### config.mk
export PLATFORM = sky130hd
export DESIGN_NAME = lisnoc_mp_simple_arbiter
export DESIGN_NICKNAME = d
export VERILOG_FILES = /design/src/rtl/lisnoc_mp_simple_arbiter.sv
export SDC_FILE = /design/constraint.sdc
export NUM_CORES = 1
export LEC_CHECK = 0
export CORE_UTILIZATION = 30
export CTS_CLUSTER_DIAMETER = 200
export DETAILED_ROUTE_END_ITERATION = 10
export GPL_TIMING_DRIVEN = 0
export HOLD_SLACK_MARGIN = 0.03
export PLACE_DENSITY = 0.85
export SYNTH_ARGS = -nofsm -noshare
export SYNTH_HDL_FRONTEND = slang
export SYNTH_SLANG_ARGS = --single-unit
export TNS_END_PERCENT = 10
### constraint.sdc
create_clock -name clk -period 5.5 [get_ports clk]
set_input_delay 0.55 -clock clk [delete_from_list [all_inputs] [get_ports clk]]
set_output_delay 0.55 -clock clk [all_outputs]
set_load 0.005 [all_outputs]
### src/rtl/lisnoc_mp_simple_arbiter.sv
// Round-robin arbiter sharing one size-then-flits message endpoint between bus masters.
// Send and receive messages are locked to one master until all flits have been transferred.
module lisnoc_mp_simple_arbiter #(
  parameter int masters        = 2,
  parameter int noc_data_width = 32,
  parameter int size_width     = 4
) (
  input  logic                               clk,
  input  logic                               rst_n,
  input  logic [6*masters-1:0]               m_addr,
  input  logic [masters-1:0]                 m_we,
  input  logic [masters-1:0]                 m_en,
  input  logic [noc_data_width*masters-1:0]  m_data_in,
  output logic [noc_data_width-1:0]          m_data_out,
  output logic [masters-1:0]                 m_ack,
  output logic [5:0]                         s_addr,
  output logic                               s_we,
  output logic                               s_en,
  output logic [noc_data_width-1:0]          s_data_in,
  input  logic [noc_data_width-1:0]          s_data_out,
  input  logic                               s_ack,
  output logic                               tx_locked,
  output logic                               rx_locked,
  output logic [$clog2(masters)-1:0]         tx_owner,
  output logic [$clog2(masters)-1:0]         rx_owner,
  output logic [size_width:0]                tx_remaining
);

  localparam int IW = $clog2(masters);
  localparam int CW = size_width + 1;

  logic [IW-1:0] rr_ptr_q, rr_ptr_d;
  logic          hold_vld_q, hold_vld_d;
  logic [IW-1:0] hold_idx_q, hold_idx_d;
  logic          tx_locked_q, tx_locked_d;
  logic [IW-1:0] tx_owner_q, tx_owner_d;
  logic [CW-1:0] tx_rem_q, tx_rem_d;
  logic          rx_locked_q, rx_locked_d;
  logic [IW-1:0] rx_owner_q, rx_owner_d;
  logic [CW-1:0] rx_rem_q, rx_rem_d;

  logic [masters-1:0] is_st;
  logic [masters-1:0] is_tx;
  logic [masters-1:0] is_rx;
  logic [masters-1:0] tx_ok;
  logic [masters-1:0] rx_ok;
  logic [masters-1:0] elig;

  logic [IW-1:0] sel;
  logic          sel_vld;
  logic          sel_tx;
  logic          sel_rx;
  logic          fire;

  logic [size_width-1:0] tx_size;
  logic [size_width-1:0] rx_size;

  function automatic logic [IW-1:0] wrap(input int v);
    if (v >= masters) begin
      return IW'(v - masters);
    end
    return IW'(v);
  endfunction

  always_comb begin
    is_st = '0;
    is_tx = '0;
    is_rx = '0;
    tx_ok = '0;
    rx_ok = '0;
    elig  = '0;
    for (int i = 0; i < masters; i++) begin
      is_st[i] = !m_we[i] && m_addr[6*i+4];
      is_tx[i] = m_we[i];
      is_rx[i] = !m_we[i] && !m_addr[6*i+4];
      tx_ok[i] = !tx_locked_q || (tx_owner_q == IW'(i));
      rx_ok[i] = !rx_locked_q || (rx_owner_q == IW'(i));
      elig[i]  = m_en[i] && (is_st[i] ||
                 (is_tx[i] && tx_ok[i]) ||
                 (is_rx[i] && rx_ok[i]));
    end
  end

  // A stalled access keeps the bus until the endpoint acks it.
  always_comb begin
    sel     = '0;
    sel_vld = 1'b0;
    if (hold_vld_q) begin
      sel     = hold_idx_q;
      sel_vld = m_en[hold_idx_q];
    end else begin
      for (int k = 0; k < masters; k++) begin
        if (!sel_vld && elig[wrap(int'(rr_ptr_q) + k)]) begin
          sel     = wrap(int'(rr_ptr_q) + k);
          sel_vld = 1'b1;
        end
      end
    end
  end

  assign sel_tx  = is_tx[sel];
  assign sel_rx  = is_rx[sel];
  assign fire    = sel_vld && s_ack;
  assign tx_size = s_data_in[size_width-1:0];
  assign rx_size = s_data_out[size_width-1:0];

  always_ff @(posedge clk or negedge rst_n) begin
    if (!rst_n) begin
      rr_ptr_q    <= '0;
      hold_vld_q  <= 1'b0;
      hold_idx_q  <= '0;
      tx_locked_q <= 1'b0;
      tx_owner_q  <= '0;
      tx_rem_q    <= '0;
      rx_locked_q <= 1'b0;
      rx_owner_q  <= '0;
      rx_rem_q    <= '0;
    end else begin
      rr_ptr_q    <= rr_ptr_d;
      hold_vld_q  <= hold_vld_d;
      hold_idx_q  <= hold_idx_d;
      tx_locked_q <= tx_locked_d;
      tx_owner_q  <= tx_owner_d;
      tx_rem_q    <= tx_rem_d;
      rx_locked_q <= rx_locked_d;
      rx_owner_q  <= rx_owner_d;
      rx_rem_q    <= rx_rem_d;
    end
  end

  always_comb begin
    rr_ptr_d    = rr_ptr_q;
    hold_vld_d  = sel_vld && !s_ack;
    hold_idx_d  = sel;
    tx_locked_d = tx_locked_q;
    tx_owner_d  = tx_owner_q;
    tx_rem_d    = tx_rem_q;
    rx_locked_d = rx_locked_q;
    rx_owner_d  = rx_owner_q;
    rx_rem_d    = rx_rem_q;

    if (fire) begin
      rr_ptr_d = wrap(int'(sel) + 1);
    end

    // A size field of zero encodes the maximum packet length.
    if (fire && sel_tx) begin
      if (!tx_locked_q) begin
        tx_locked_d = 1'b1;
        tx_owner_d  = sel;
        if (tx_size == '0) begin
          tx_rem_d = {1'b1, {size_width{1'b0}}};
        end else begin
          tx_rem_d = {1'b0, tx_size};
        end
      end else begin
        tx_rem_d = tx_rem_q - CW'(1);
        if (tx_rem_q == CW'(1)) begin
          tx_locked_d = 1'b0;
        end
      end
    end

    // An empty receive queue reports size zero: nothing to lock.
    if (fire && sel_rx) begin
      if (!rx_locked_q) begin
        rx_rem_d = {1'b0, rx_size};
        if (rx_size != '0) begin
          rx_locked_d = 1'b1;
          rx_owner_d  = sel;
        end
      end else begin
        rx_rem_d = rx_rem_q - CW'(1);
        if (rx_rem_q == CW'(1)) begin
          rx_locked_d = 1'b0;
        end
      end
    end
  end

  always_comb begin
    s_en         = sel_vld;
    s_addr       = m_addr[6*int'(sel) +: 6];
    s_we         = m_we[sel];
    s_data_in    = m_data_in[noc_data_width*int'(sel) +: noc_data_width];
    m_data_out   = s_data_out;
    m_ack        = '0;
    for (int i = 0; i < masters; i++) begin
      m_ack[i] = fire && (sel == IW'(i));
    end
    tx_locked    = tx_locked_q;
    rx_locked    = rx_locked_q;
    tx_owner     = tx_owner_q;
    rx_owner     = rx_owner_q;
    tx_remaining = tx_rem_q;
  end

endmodule
Word-level counts from Yosys, hierarchy flattened
Index checks and enable logic that the tools add are counted. W data, S select, Z words.

Add/subtract/negate cells: 7. Multiply operators: 1. $lt $le $gt $ge: 7. Equality and inequality tests: 2. Shifts and indexed selects: 2. Multiplexer cells: 45. Bitwise gates (word level): 5. Reduce and logical (&&, ||, !) cells: 37.

Operator list (count): $shiftx A64 B7 Y32 (1); $mux W1 (42); $logic_and A1 B1 Y1 (17); $mux W5 (3); $shiftx A12 B5 Y6 (1); $eq A5 B1 Y1 const B (2); $sub A5 B1 Y5 const B (2); $logic_not A1 Y1 (8); $logic_or A1 B1 Y1 (8); $lt A1 B2 Y1 const B (4); $not A1 Y1 (5); $add A1 B1 Y2 const B (2); $ge A2 B2 Y1 const B (2); $logic_not A4 Y1 (1); $reduce_bool A4 Y1 (1); $mul A2 B1 Y3 const A (1); $reduce_and A3 Y1 (1); $sub A1 B1 Y1 const B (3); $ge A1 B2 Y1 const B (1); $reduce_and A2 Y1 (1).

Flip-flop bits (word level): 17. Input port bits: 115. Output and inout port bits: 83. Logic and storage cells: 115.

Logic depth before layout (Yosys ltp)
Gate-level depths: netlist of the first run.

Depth after elaboration: 22. Mapped depth: 9. Mapped depth without buffers: 7.

Worst setup path after synthesis of the first run
OpenSTA, ideal clock, no wires.

Path kind: register -> output. Start: reg rx_locked_q (netlist: rx_locked). End: out s_addr[2]. Arrival: 2.016 ns. Required time: 4.950 ns. Slack: 2.934 ns. Cell stages (with the launch flop): 10. Path buffers: 3. Cell sequence: dfrtp_1 > buf_6 > nor4b_4 > o41ai_1 > nand2_1 > inv_1 > clkbuf_1 > buf_1 > nand2_1 > nand2_1.

Word-level cells in the longest chain between the ends: 15. Elaborated cells between the ends (all ways): 22. Those cells by class: mul: 1; shift: 1; mux: 9; reduce/logical: 11.

Ends and longest elaborated chain: from (decl) (RTL line 38) `logic rx_locked_q, rx_locked_d;`; from (signal assigned) (RTL line 125) `rx_locked_q <= rx_locked_d;`; $logic_not A1 Y1 (*); $logic_or A1 B1 Y1 (RTL line 77) `rx_ok[i] = !rx_locked_q || (rx_owner_q == IW'(i));`; $logic_and A1 B1 Y1 (RTL line 80) `(is_rx[i] && rx_ok[i]));`; $logic_or A1 B1 Y1 (RTL line 79) `(is_tx[i] && tx_ok[i]) ||`; $logic_and A1 B1 Y1 (RTL line 78) `elig[i] = m_en[i] && (is_st[i] ||`; $mux W1 (not written as such) (2 in series) (RTL line 93) `if (!sel_vld && elig[wrap(int'(rr_ptr_q) + k)]) begin`; $mux W1 (RTL line 93); $mux W1 (RTL line 88) `if (hold_vld_q) begin`; $logic_not A1 Y1 (RTL line 93); $logic_and A1 B1 Y1 (RTL line 93); $mux W1 (*) (RTL line 93); $mux W1 (*) (RTL line 88); $mul A2 B1 Y3 (*) (RTL line 183) `s_addr = m_addr[6*int'(sel) +: 6];`; $shiftx A12 B5 Y6 (*) (RTL line 183); to (decl) (RTL line 16) `output logic [5:0] s_addr,`.

Mark *: on every way between the ends. The rest lies on a longest branch, timed or not. The select of a mux whose other input is x is not followed.

Worst setup path after layout of the first run
Start: in m_we[1]. End: out s_data_in[5].

Word-level cells in the longest chain between the ends: 14. Elaborated cells between the ends (all ways): 20. Those cells by class: shift: 1; mux: 9; reduce/logical: 10.

Ends and longest elaborated chain: from (decl) (RTL line 11) `input logic [masters-1:0] m_we,`; $logic_not A1 Y1 (RTL line 73, 75); $logic_and A1 B1 Y1 (on tied branches) (RTL line 73, 75); $logic_or A1 B1 Y1 or $logic_and A1 B1 Y1 (tied branches) (RTL line 78, 80); $logic_or A1 B1 Y1 (*) (RTL line 79); $logic_and A1 B1 Y1 (*) (RTL line 78); $mux W1 (not written as such) (2 in series) (RTL line 93); $mux W1 (RTL line 93); $mux W1 (RTL line 88); $logic_not A1 Y1 (RTL line 93); $logic_and A1 B1 Y1 (RTL line 93); $mux W1 (*) (RTL line 93); $mux W1 (*) (RTL line 88); $shiftx A64 B7 Y32 (*) (RTL line 185) `s_data_in = m_data_in[noc_data_width*int'(sel) +: noc_data_width];`; to (decl) (RTL line 19) `output logic [noc_data_width-1:0] s_data_in,`.

Marks and branches as above.

==> results of run 1 <==
[registers in the layout, indices dropped and copies added, names as in the netlist]
| register | cells |
|---|---|
| hold_idx_q | 1 |
| hold_vld_q | 1 |
| rr_ptr_q | 1 |
| tx_remaining | 5 |
| rx_owner | 1 |
| tx_locked | 1 |
| rx_locked | 1 |
| rx_rem_q | 5 |
| tx_owner | 1 |
[cell families after synthesis]
logic type	count (synthesis)	synth area share, %
buffers and inverters	55	18.32
AO/OA/AOI/OAI	29	10.80
multiplexers	6	3.691
AND/OR/NAND/NOR	167	40.74
adder cells (fa/ha/maj)	4	2.734
XOR/XNOR	1	0.4786
flip-flops	17	23.24
[power by group through the flow]
stage               combinational, uW  sequential (uW)  clock [uW]
floorplan                         347              206           0
global placement                  737              213           0
detailed placement                753              215           0
CTS                               758              214         100
global route                      826              223         106
finish                            755              214        99.8
[critical path: stages]
cell             delay, ns
clkdlybuf4s50_1       0.53
and3b_1               0.26
o41ai_1               0.35
nand2_1               0.23
inv_1                 0.18
clkbuf_1              0.42
clkbuf_1              0.39
nand2_1               0.15
nand2_1               0.08
clkdlybuf4s50_1       0.50
[layout by cell type, fill, tap and decap left out, types with 3 or more instances in the layout]
| cell type | instances |
|---|---|
| inv_1 | 10 |
| o21ai_0 | 6 |
| dfrtp_1 | 17 |
| mux2_2 | 6 |
| o41ai_1 | 3 |
| a21oi_1 | 7 |
| nand3_1 | 9 |
| nand4_1 | 3 |
| ha_1 | 4 |
| nor3_1 | 6 |
| clkdlybuf4s50_1 | 169 |
| nand2_1 | 119 |
| buf_4 | 32 |
| clkbuf_1 | 9 |
| clkbuf_8 | 3 |
| nor2_1 | 10 |
[cell type report]
type | instances | area [um2] | share of cell area (%)
timing repair buffer | 169 | 1692 | 46.16
multi-input combinational | 207 | 1070 | 29.19
sequential | 17 | 425.4 | 11.61
buffer | 45 | 297.8 | 8.126
tap | 75 | 93.84 | 2.561
clock buffer | 3 | 41.29 | 1.127
inverter | 10 | 37.54 | 1.024
clock inverter | 1 | 7.507 | 0.2048
[Yosys cell counts, types with 2 or more instances]
cell type  number
a21oi_1         7
nand4_1         3
and3_1          2
and4_1          2
mux2_2          6
clkbuf_1        9
nand3_1         9
o41ai_1         3
nor2_1         10
dfrtp_1        17
nand2_1       119
buf_4          32
a211o_1         2
or4_1           2
a21o_1          2
nor2b_1         2
or3_1           2
ha_1            4
inv_1          10
nor4_1          2
nor3_1          6
o21ai_0         6
o211ai_1        2
buf_1           2
[layer usage]
metal  share of wire (%)  wire [um]
met1                  41       2868
met2                  50       3498
met3                 8.3        577
met4                0.16         11
met5                   0          0
[metrics by stage]
stage	util [%]	total power (uW)	hold WS (ns)	area (um2)	worst slack (ns)
floorplan	-	553.0	0.2544	1831	2.934
global placement	61.44	949.6	0.5079	3616	1.384
detailed placement	61.44	968.2	0.5084	3616	1.350
CTS	62.27	1072	0.5205	3665	1.324
global route	62.27	1155	0.5348	3665	1.021
finish	62.27	1068	0.5222	3665	1.295
[worst paths after layout]
check / slack, ns / cells after the start / to / startpoint
worst max register to register: 3.05 / 7 / rx_owner / rx_locked
worst min register to register: 0.52 / 2 / rr_ptr_q / rr_ptr_q
max in group asynchronous: 4.27 / 1 / hold_vld_q / rst_n
worst min-delay path: 0.52 / 2 / rr_ptr_q / rr_ptr_q
worst max-delay path: 1.30 / 10 / s_data_in[5] / m_we[1]
min in group asynchronous: 0.75 / 1 / tx_remaining[0] / rst_n
==> impl_metrics.yaml, run 1 <==
clock_tree:
  cts_root_buffer: "clkbuf_8"
  cts.clk_slew.worst_paths_ns: 0.07
  htreeDepth: 1
  cts_tree: "yes"
  ctsHoldBuffers: 0
  postCtsSetupBuffers: 0
  clk-insertion-delay-late_ns: 0.26
  cts.repair.resized: 0
  cts-root-to-sink-buffers: 2
  number_of_buffers_added_by_the_clock_tree_synthesis_step: 3
  cts_sinks: 17
worst_setup_path:
  worst-endpoint-arrival_ns: 3.65
  critPathLaunchType: "input pin"
  cp_data_required_time_ns: 4.95
  crit_fanout: 10
  timing.critical_path.to_type: "output pin"
  path_class: "in -> out"
synthesis:
  synth_warnings: 0
  post_synth.cell_area_avg_um2: 6.561
  synth_top_cell_area_share_pct: 24.40
  ys_types: 42
  yosys_reg_bits: 17
  ys_seq_area_share_pct: 23.24
  yosys-top-cells-area: "nand2_1 24%, dfrtp_1 23%, buf_4 13%"
  post_synth_edffs: 0
  yosysTopAreaCell: "nand2_1"
  synth_area_mm2: 0.001831
  syn_nets: 398
  synth-async-reset-ratio_pct: 100.0
  synthCells: 279
  synth_top_flop_cell: "dfrtp_1"
sta:
  maxClockFrequency_ghz: 0.2378
  finalSetupViolations: 0
  period_share_pct: 76.45
  max_slew.worst_pin.slew_ns: 0.7825
  report.final.hold_viol_count: 0
  headroom_to_the_max_slew_limit_pct: 47.67
  rsz0062_at_grt: "false"
  period_needed_ns: 4.205
  setup-tns-final_ns: 0
  finalClockSkew_ns: 0.001837
  slew_limit_fails: 0
placement:
  port_buffers: 169
  placedCellCount: 523
  dp_hpwl_um: 5751
  globalplace.congestion: 0.8657
power_and_ir_drop:
  power.density_cell_area_mw_per_mm2: 291.4
  cellInternalPower_uw: 646.0
  reported_net_switching_power_uw: 422.0
  p_seq_share_pct: 20.0
  p_leak_uw: 0.001666
  sw_frac_of_total_pct: 39.52
  power.share.clock_pct: 9.3
  power.ir.vdd_worst_uv: 219.1
  combinationalPowerShare_pct: 70.7
finish:
  antenna-diode-count: 0
  layoutNonFillerInstCount: 527
  filler_instances: 530
  area_growth_pct: 100.2
  finalNetCount: 572
  ratio_of_cells_with_drive_above_1_in_the_final_layout_pct: 10.40
status:
  run_status: "finished, final reports clean"
global_routing:
  grt_pass1_wl_um: 10170
  gr-usage-all-layers_pct: 20.07
  grt_max_degree: 18
  first_global_vias: 2208
  grtUsageMet3_pct: 5.114
  global_route.overflow_total: 0
  global_route.usage.met1_pct: 25.38
  grt_antenna_before_repair: 0
  grt_most_used_layer: "met2"
  gr-usage-met2_pct: 35.47
floorplan:
  placeableCoreArea_mm2: 0.005886
  top_level_ports: 198
  die-area_mm2: 0.006418
  placement_rows: 28
  initial_core_utilization_pct: 31.10
  die_w_um: 80.12
  dieHeight_um: 80.12
routing:
  final_antenna_net_count: 0
  vias: 2462
  detail_route.iter0.violations: 125
  viasPerCell: 4.672
  firstDrtPassIters: 4
  routed_wl_um: 6955
  wl_per_cell_um: 13.20
  drt_drc_violations_left: 0
min_path:
  holdCritPathClass: "reg -> reg"
run:
  cap_viol_max_count: 0
No activity file was read; power rests on OpenSTA's default activity.
==> inputs of run 2 (changes only) <==
--- a/config.mk
+++ b/config.mk
@@ -5,12 +5,12 @@
 export SDC_FILE = /design/constraint.sdc
 export NUM_CORES = 1
 export LEC_CHECK = 0
-export CORE_UTILIZATION = 30
+export CORE_UTILIZATION = 26
 export CTS_CLUSTER_DIAMETER = 200
 export DETAILED_ROUTE_END_ITERATION = 10
 export GPL_TIMING_DRIVEN = 0
 export HOLD_SLACK_MARGIN = 0.03
-export PLACE_DENSITY = 0.85
+export PLACE_DENSITY = 0.78
 export SYNTH_ARGS = -nofsm -noshare
 export SYNTH_HDL_FRONTEND = slang
 export SYNTH_SLANG_ARGS = --single-unit
==> constraint.sdc (replaced) <==
create_clock -name clk -period 3.8 [get_ports clk]
set_input_delay 0.38 -clock clk [delete_from_list [all_inputs] [get_ports clk]]
set_output_delay 0.38 -clock clk [all_outputs]
set_load 0.005 [all_outputs]
==> impl_metrics.yaml, run 2 (synthesized netlist as in run 1, its figures left out) <==
clock_tree:
  ctsHoldBuffers: 0
  number_of_buffers_added_by_the_clock_tree_synthesis_step: 3
  cts.clk_slew.worst_paths_ns: 0.06
  htreeDepth: 1
  postCtsSetupBuffers: 0
  cts_root_buffer: "clkbuf_8"
  cts_tree: "yes"
  cts-root-to-sink-buffers: 2
  cts_sinks: 17
  clk-insertion-delay-late_ns: 0.26
sta:
  period_share_pct: 92.73
  finalClockSkew_ns: 0.006369
  finalSetupViolations: 0
  maxClockFrequency_ghz: 0.2838
  report.final.hold_viol_count: 0
  final.hold.worst_slack_ns: 0.5192
  period_needed_ns: 3.524
  max_slew.worst_pin.slew_ns: 0.7451
  headroom_to_the_max_slew_limit_pct: 50.17
  slew_limit_fails: 0
  rsz0062_at_grt: "false"
  final.setup.worst_slack_ns: 0.2762
global_routing:
  gr-usage-all-layers_pct: 17.42
  global_route.overflow_total: 0
  grt_antenna_before_repair: 0
  grt_max_degree: 18
  first_global_vias: 2268
  grt_pass1_wl_um: 10560
routing:
  routed_wl_um: 6844
  detail_route.iter0.violations: 76
  vias: 2454
  wl_met2_um: 3501
  amount_of_wire_on_met3_after_detailed_routing_um: 489
  firstDrtPassIters: 4
  viasPerCell: 4.486
  drt_drc_violations_left: 0
  wl_per_cell_um: 12.51
  highest-signal-layer: "met4"
  final_antenna_net_count: 0
  drt-met1-wl_um: 2790
finish:
  antenna-diode-count: 0
  area_growth_pct: 101.6
  finalNetCount: 571
  regArea_um2: 425.4
  most-common-layout-cells: "169 x clkdlybuf4s50_1, 119 x nand2_1, 32 x buf_4"
  layout.cells.most_common: "clkdlybuf4s50_1"
  finalInstanceArea_mm2: 0.003690
  ratio_of_cells_with_drive_above_1_in_the_final_layout_pct: 10.86
  combined_area_of_the_multi_input_logic_cells_mm2: 0.001070
  filler_instances: 625
worst_setup_path:
  critical_path_top_delay_cell: "clkdlybuf4s50_1"
  worst_setup_path_startpoint: "m_we[1]"
  max_stage_delay_ns: 0.52
  crit_fanout: 14
  path_class: "in -> out"
  cpMostUsedCell: "nand2_1"
  critPathLaunchType: "input pin"
  crit_chain: "clkdlybuf4s50_1, and3b_1, o41ai_1, nand2_1, clkinvlp_4, buf_1, nand2_1, nand2_1, clkdlybuf4s50_1"
  crit-reg2reg-launch: "rx_locked"
  timing.critical_path.to_type: "output pin"
  worst-endpoint-arrival_ns: 3.14
  cp_data_required_time_ns: 3.42
floorplan:
  die_w_um: 85.91
  initial_core_utilization_pct: 26.94
  die-area_mm2: 0.007380
  dieHeight_um: 85.91
  placement_rows: 30
  top_level_ports: 198
  placeableCoreArea_mm2: 0.006794
power_and_ir_drop:
  power.ir.vdd_worst_uv: 298.2
  p_leak_uw: 0.001663
  power.density_cell_area_mw_per_mm2: 417.1
placement:
  port_buffers: 169
  placement_setup_slack_ns: -0.08098
  globalplace.congestion: 0.8717
  cell_area_after_placement_mm2: 0.003642
  dp_hpwl_um: 5654
run:
  cap_viol_max_count: 0
min_path:
  holdCritPathClass: "reg -> reg"
  hp-start: "rr_ptr_q"
status:
  run_status: "finished, final reports clean"
==> run 2: changes by cell type in the layout (fill, tap and decap cells not counted) <==
cell	delta
inv_1	-1
clkbuf_1	-1
clkbuf_2	+2
buf_1	-1
==> run 2: where the power goes <==
part	switching, uW	leakage [uW]	total [uW]	internal, uW
clock	64.7	0.0000228	139	74.5
combinational	467	0.00145	1090	621
sequential	70.3	0.000193	311	241
==> run 2: worst paths after layout <==
path	endpoint	slack, ns	cells past startpoint
worst max-delay path	s_data_in[22]	0.28	9
worst min register to register	rr_ptr_q	0.52	2
worst min-delay path	rr_ptr_q	0.52	2
worst max register to register	rx_owner	1.32	7
max in group asynchronous	tx_owner	2.77	1
min in group asynchronous	tx_remaining[3]	0.56	1
==> run 2: critical path: cells and delay by family <==
| kind | cells | cell delay [ns] |
|---|---|---|
| compound gates | 1 | 0.35 |
| simple gates | 4 | 0.71 |
| buf+inv | 4 | 1.70 |
==> run 2: timing repair <==
action / in CTS / in global routing
gates cloned: 0 / 0
gates resized for setup: 0 / 4
setup endpoints to repair: 20 / 29
==> run 2: per-stage QoR <==
stage	power, uW	setup TNS (ns)	std cells	util, %
4_1_cts	1545	0	547	54.22
6_report	1539	0	547	54.31
3_3_place_gp	1379	-0.08421	544	53.61
3_5_place_dp	1401	-0.8344	544	53.61
5_1_grt	1673	0	547	54.31
2_1_floorplan	800.4	0	279	-
==> run 2: area by class of cell <==
cell class                      count  area share, %
Buffer                             44          8.037
Clock buffer                        4          1.221
Inverter                           10          1.119
Multi-Input combinational cell    207          28.99
Sequential cell                    17          11.53
Tap cell                           96          3.255
Timing Repair Buffer              169          45.85
==> run 2: layer usage <==
metal  vias to the layer above  global-route usage (%)
met1                      1105                   20.92
met5                         -                       0
met4                         0                   2.576
met2                       107                   32.97
met3                         6                   2.791
li1                       1236                       -
==> inputs of run 3 (changes only) <==
--- a/config.mk
+++ b/config.mk
@@ -5,6 +5,7 @@
 export SDC_FILE = /design/constraint.sdc
 export NUM_CORES = 1
 export LEC_CHECK = 0
+export CORE_ASPECT_RATIO = 1.1
 export CORE_UTILIZATION = 26
 export CTS_CLUSTER_DIAMETER = 200
 export DETAILED_ROUTE_END_ITERATION = 10
==> impl_metrics.yaml, run 3 (synthesized netlist as in run 1, its figures left out) <==
status:
  run_status: "finished, final reports clean"
power_and_ir_drop:
  p_seq_share_pct: 20.1
  power_uw: 1535
  combinationalPowerShare_pct: 71.2
  power.ir.vdd_worst_uv: 231.7
  p_leak_uw: 0.001663
  cellInternalPower_uw: 937.5
  sw_frac_of_total_pct: 38.94
  reported_net_switching_power_uw: 597.9
  power.share.clock_pct: 8.7
  power.density_cell_area_mw_per_mm2: 418.1
placement:
  port_buffers: 169
  globalplace.congestion: 0.8346
  placement_setup_slack_ns: -0.02067
  placedCellCount: 530
  dp_hpwl_um: 5762
clock_tree:
  ctsHoldBuffers: 0
  cts_root_buffer: "clkbuf_8"
  clk-insertion-delay-late_ns: 0.25
  cts_sinks: 17
  cts-root-to-sink-buffers: 2
  postCtsSetupBuffers: 0
  cts.clk_slew.worst_paths_ns: 0.06
  number_of_buffers_added_by_the_clock_tree_synthesis_step: 3
  htreeDepth: 1
  cts_tree: "yes"
min_path:
  holdCritPathClass: "reg -> reg"
routing:
  drt_drc_violations_left: 0
  firstDrtPassIters: 4
  detail_route.iter0.violations: 58
  vias: 2450
  wl_per_cell_um: 12.85
  viasPerCell: 4.597
  routed_wl_um: 6850
  final_antenna_net_count: 0
floorplan:
  placement_rows: 31
  top_level_ports: 198
  die-area_mm2: 0.007380
  die_w_um: 82
  initial_core_utilization_pct: 27.28
  placeableCoreArea_mm2: 0.006710
  dieHeight_um: 90
sta:
  final.setup.worst_slack_ns: 0.2809
  finalSetupViolations: 0
  maxClockFrequency_ghz: 0.2842
  rsz0062_at_grt: "false"
  period_needed_ns: 3.519
  report.final.hold_viol_count: 0
  setup-tns-final_ns: 0
  max_slew.worst_pin.slew_ns: 0.7974
  slew_limit_fails: 0
  period_share_pct: 92.61
  finalClockSkew_ns: 0.002459
  headroom_to_the_max_slew_limit_pct: 46.67
worst_setup_path:
  cp_data_required_time_ns: 3.42
  worst-endpoint-arrival_ns: 3.14
  timing.critical_path.to_type: "output pin"
  crit_fanout: 10
  path_class: "in -> out"
  critPathLaunchType: "input pin"
finish:
  filler_instances: 646
  layout.cells.most_common: "clkdlybuf4s50_1"
  area_growth_pct: 100.6
  final_standard_cell_utilization_of_the_core_pct: 54.73
  ratio_of_cells_with_drive_above_1_in_the_final_layout_pct: 10.86
  layoutNonFillerInstCount: 533
  antenna-diode-count: 0
  finalNetCount: 571
  most-common-layout-cells: "169 x clkdlybuf4s50_1, 119 x nand2_1, 32 x buf_4"
global_routing:
  first_global_vias: 2304
  gr-usage-all-layers_pct: 18.19
  grt_pass1_wl_um: 10650
  grt_antenna_before_repair: 0
  global_route.overflow_total: 0
  grt_max_degree: 18
run:
  cap_viol_max_count: 0
[run 3: cell counts in the layout (fill, tap and decap cells not counted)]
Identical to the previous run, type by type.
[run 3: path summary, 6_finish.rpt]
kind,startpoint,to,slack [ns],cells after the start
max in group asynchronous,rst_n,hold_idx_q,2.71,1
worst min register to register,rr_ptr_q,rr_ptr_q,0.52,2
worst max register to register,rx_locked,rx_owner,1.33,7
worst max-delay path,m_we[1],s_data_in[12],0.28,9
worst min-delay path,rr_ptr_q,rr_ptr_q,0.52,2
min in group asynchronous,rst_n,rx_rem_q[2],0.60,1
[run 3: cell type report]
| type | instances | area [um2] | area share (%) |
|---|---|---|---|
| multi-input cells | 207 | 1070 | 29.13 |
| clock buffers | 4 | 45.04 | 1.227 |
| flip-flops and latches | 17 | 425.4 | 11.58 |
| repair buffers | 169 | 1692 | 46.06 |
| well taps | 82 | 102.6 | 2.794 |
| plain buffers | 44 | 296.5 | 8.075 |
| inverters | 10 | 41.29 | 1.124 |
[run 3: power by group through the flow]
stage	combinational, uW	sequential, uW	clock (uW)
4_1_cts	1100	308	138
2_1_floorplan	503	298	0
6_report	1090	308	134
5_1_grt	1210	318	145
3_5_place_dp	1090	311	0
3_3_place_gp	1080	307	0
[run 3: metal layers]
| metal | vias up | track usage, % | share of wire (%) | wire (um) |
|---|---|---|---|---|
| met5 | - | 0 | 0 | 0 |
| met4 | 0 | 4.825 | 1.6 | 110 |
| met3 | 12 | 4.264 | 7.9 | 543 |
| met2 | 119 | 31.54 | 51 | 3492 |
| met1 | 1083 | 21.80 | 39 | 2704 |
| li1 | 1236 | - | - | - |
[run 3: worst max-delay path: stages]
cell,delay [ns]
clkdlybuf4s50_1,0.54
nor4b_4,0.34
o41ai_1,0.13
nand2_1,0.22
clkbuf_1,0.43
clkbuf_1,0.39
nand2_1,0.09
nand2_1,0.09
clkdlybuf4s50_1,0.52
[run 3: repair_timing]
item,CTS,global route
hold endpoints to repair,0,0
gates resized for setup,0,4
setup endpoints to repair,11,26
[run 3: metrics by stage]
stage                     area [um2]  hold slack (ns)
final                           3672           0.5213
after CTS                       3666           0.5229
after global routing            3672           0.5524
after floorplan                 1831          0.08441
after global placement          3625           0.5084
after detailed placement        3625           0.5115
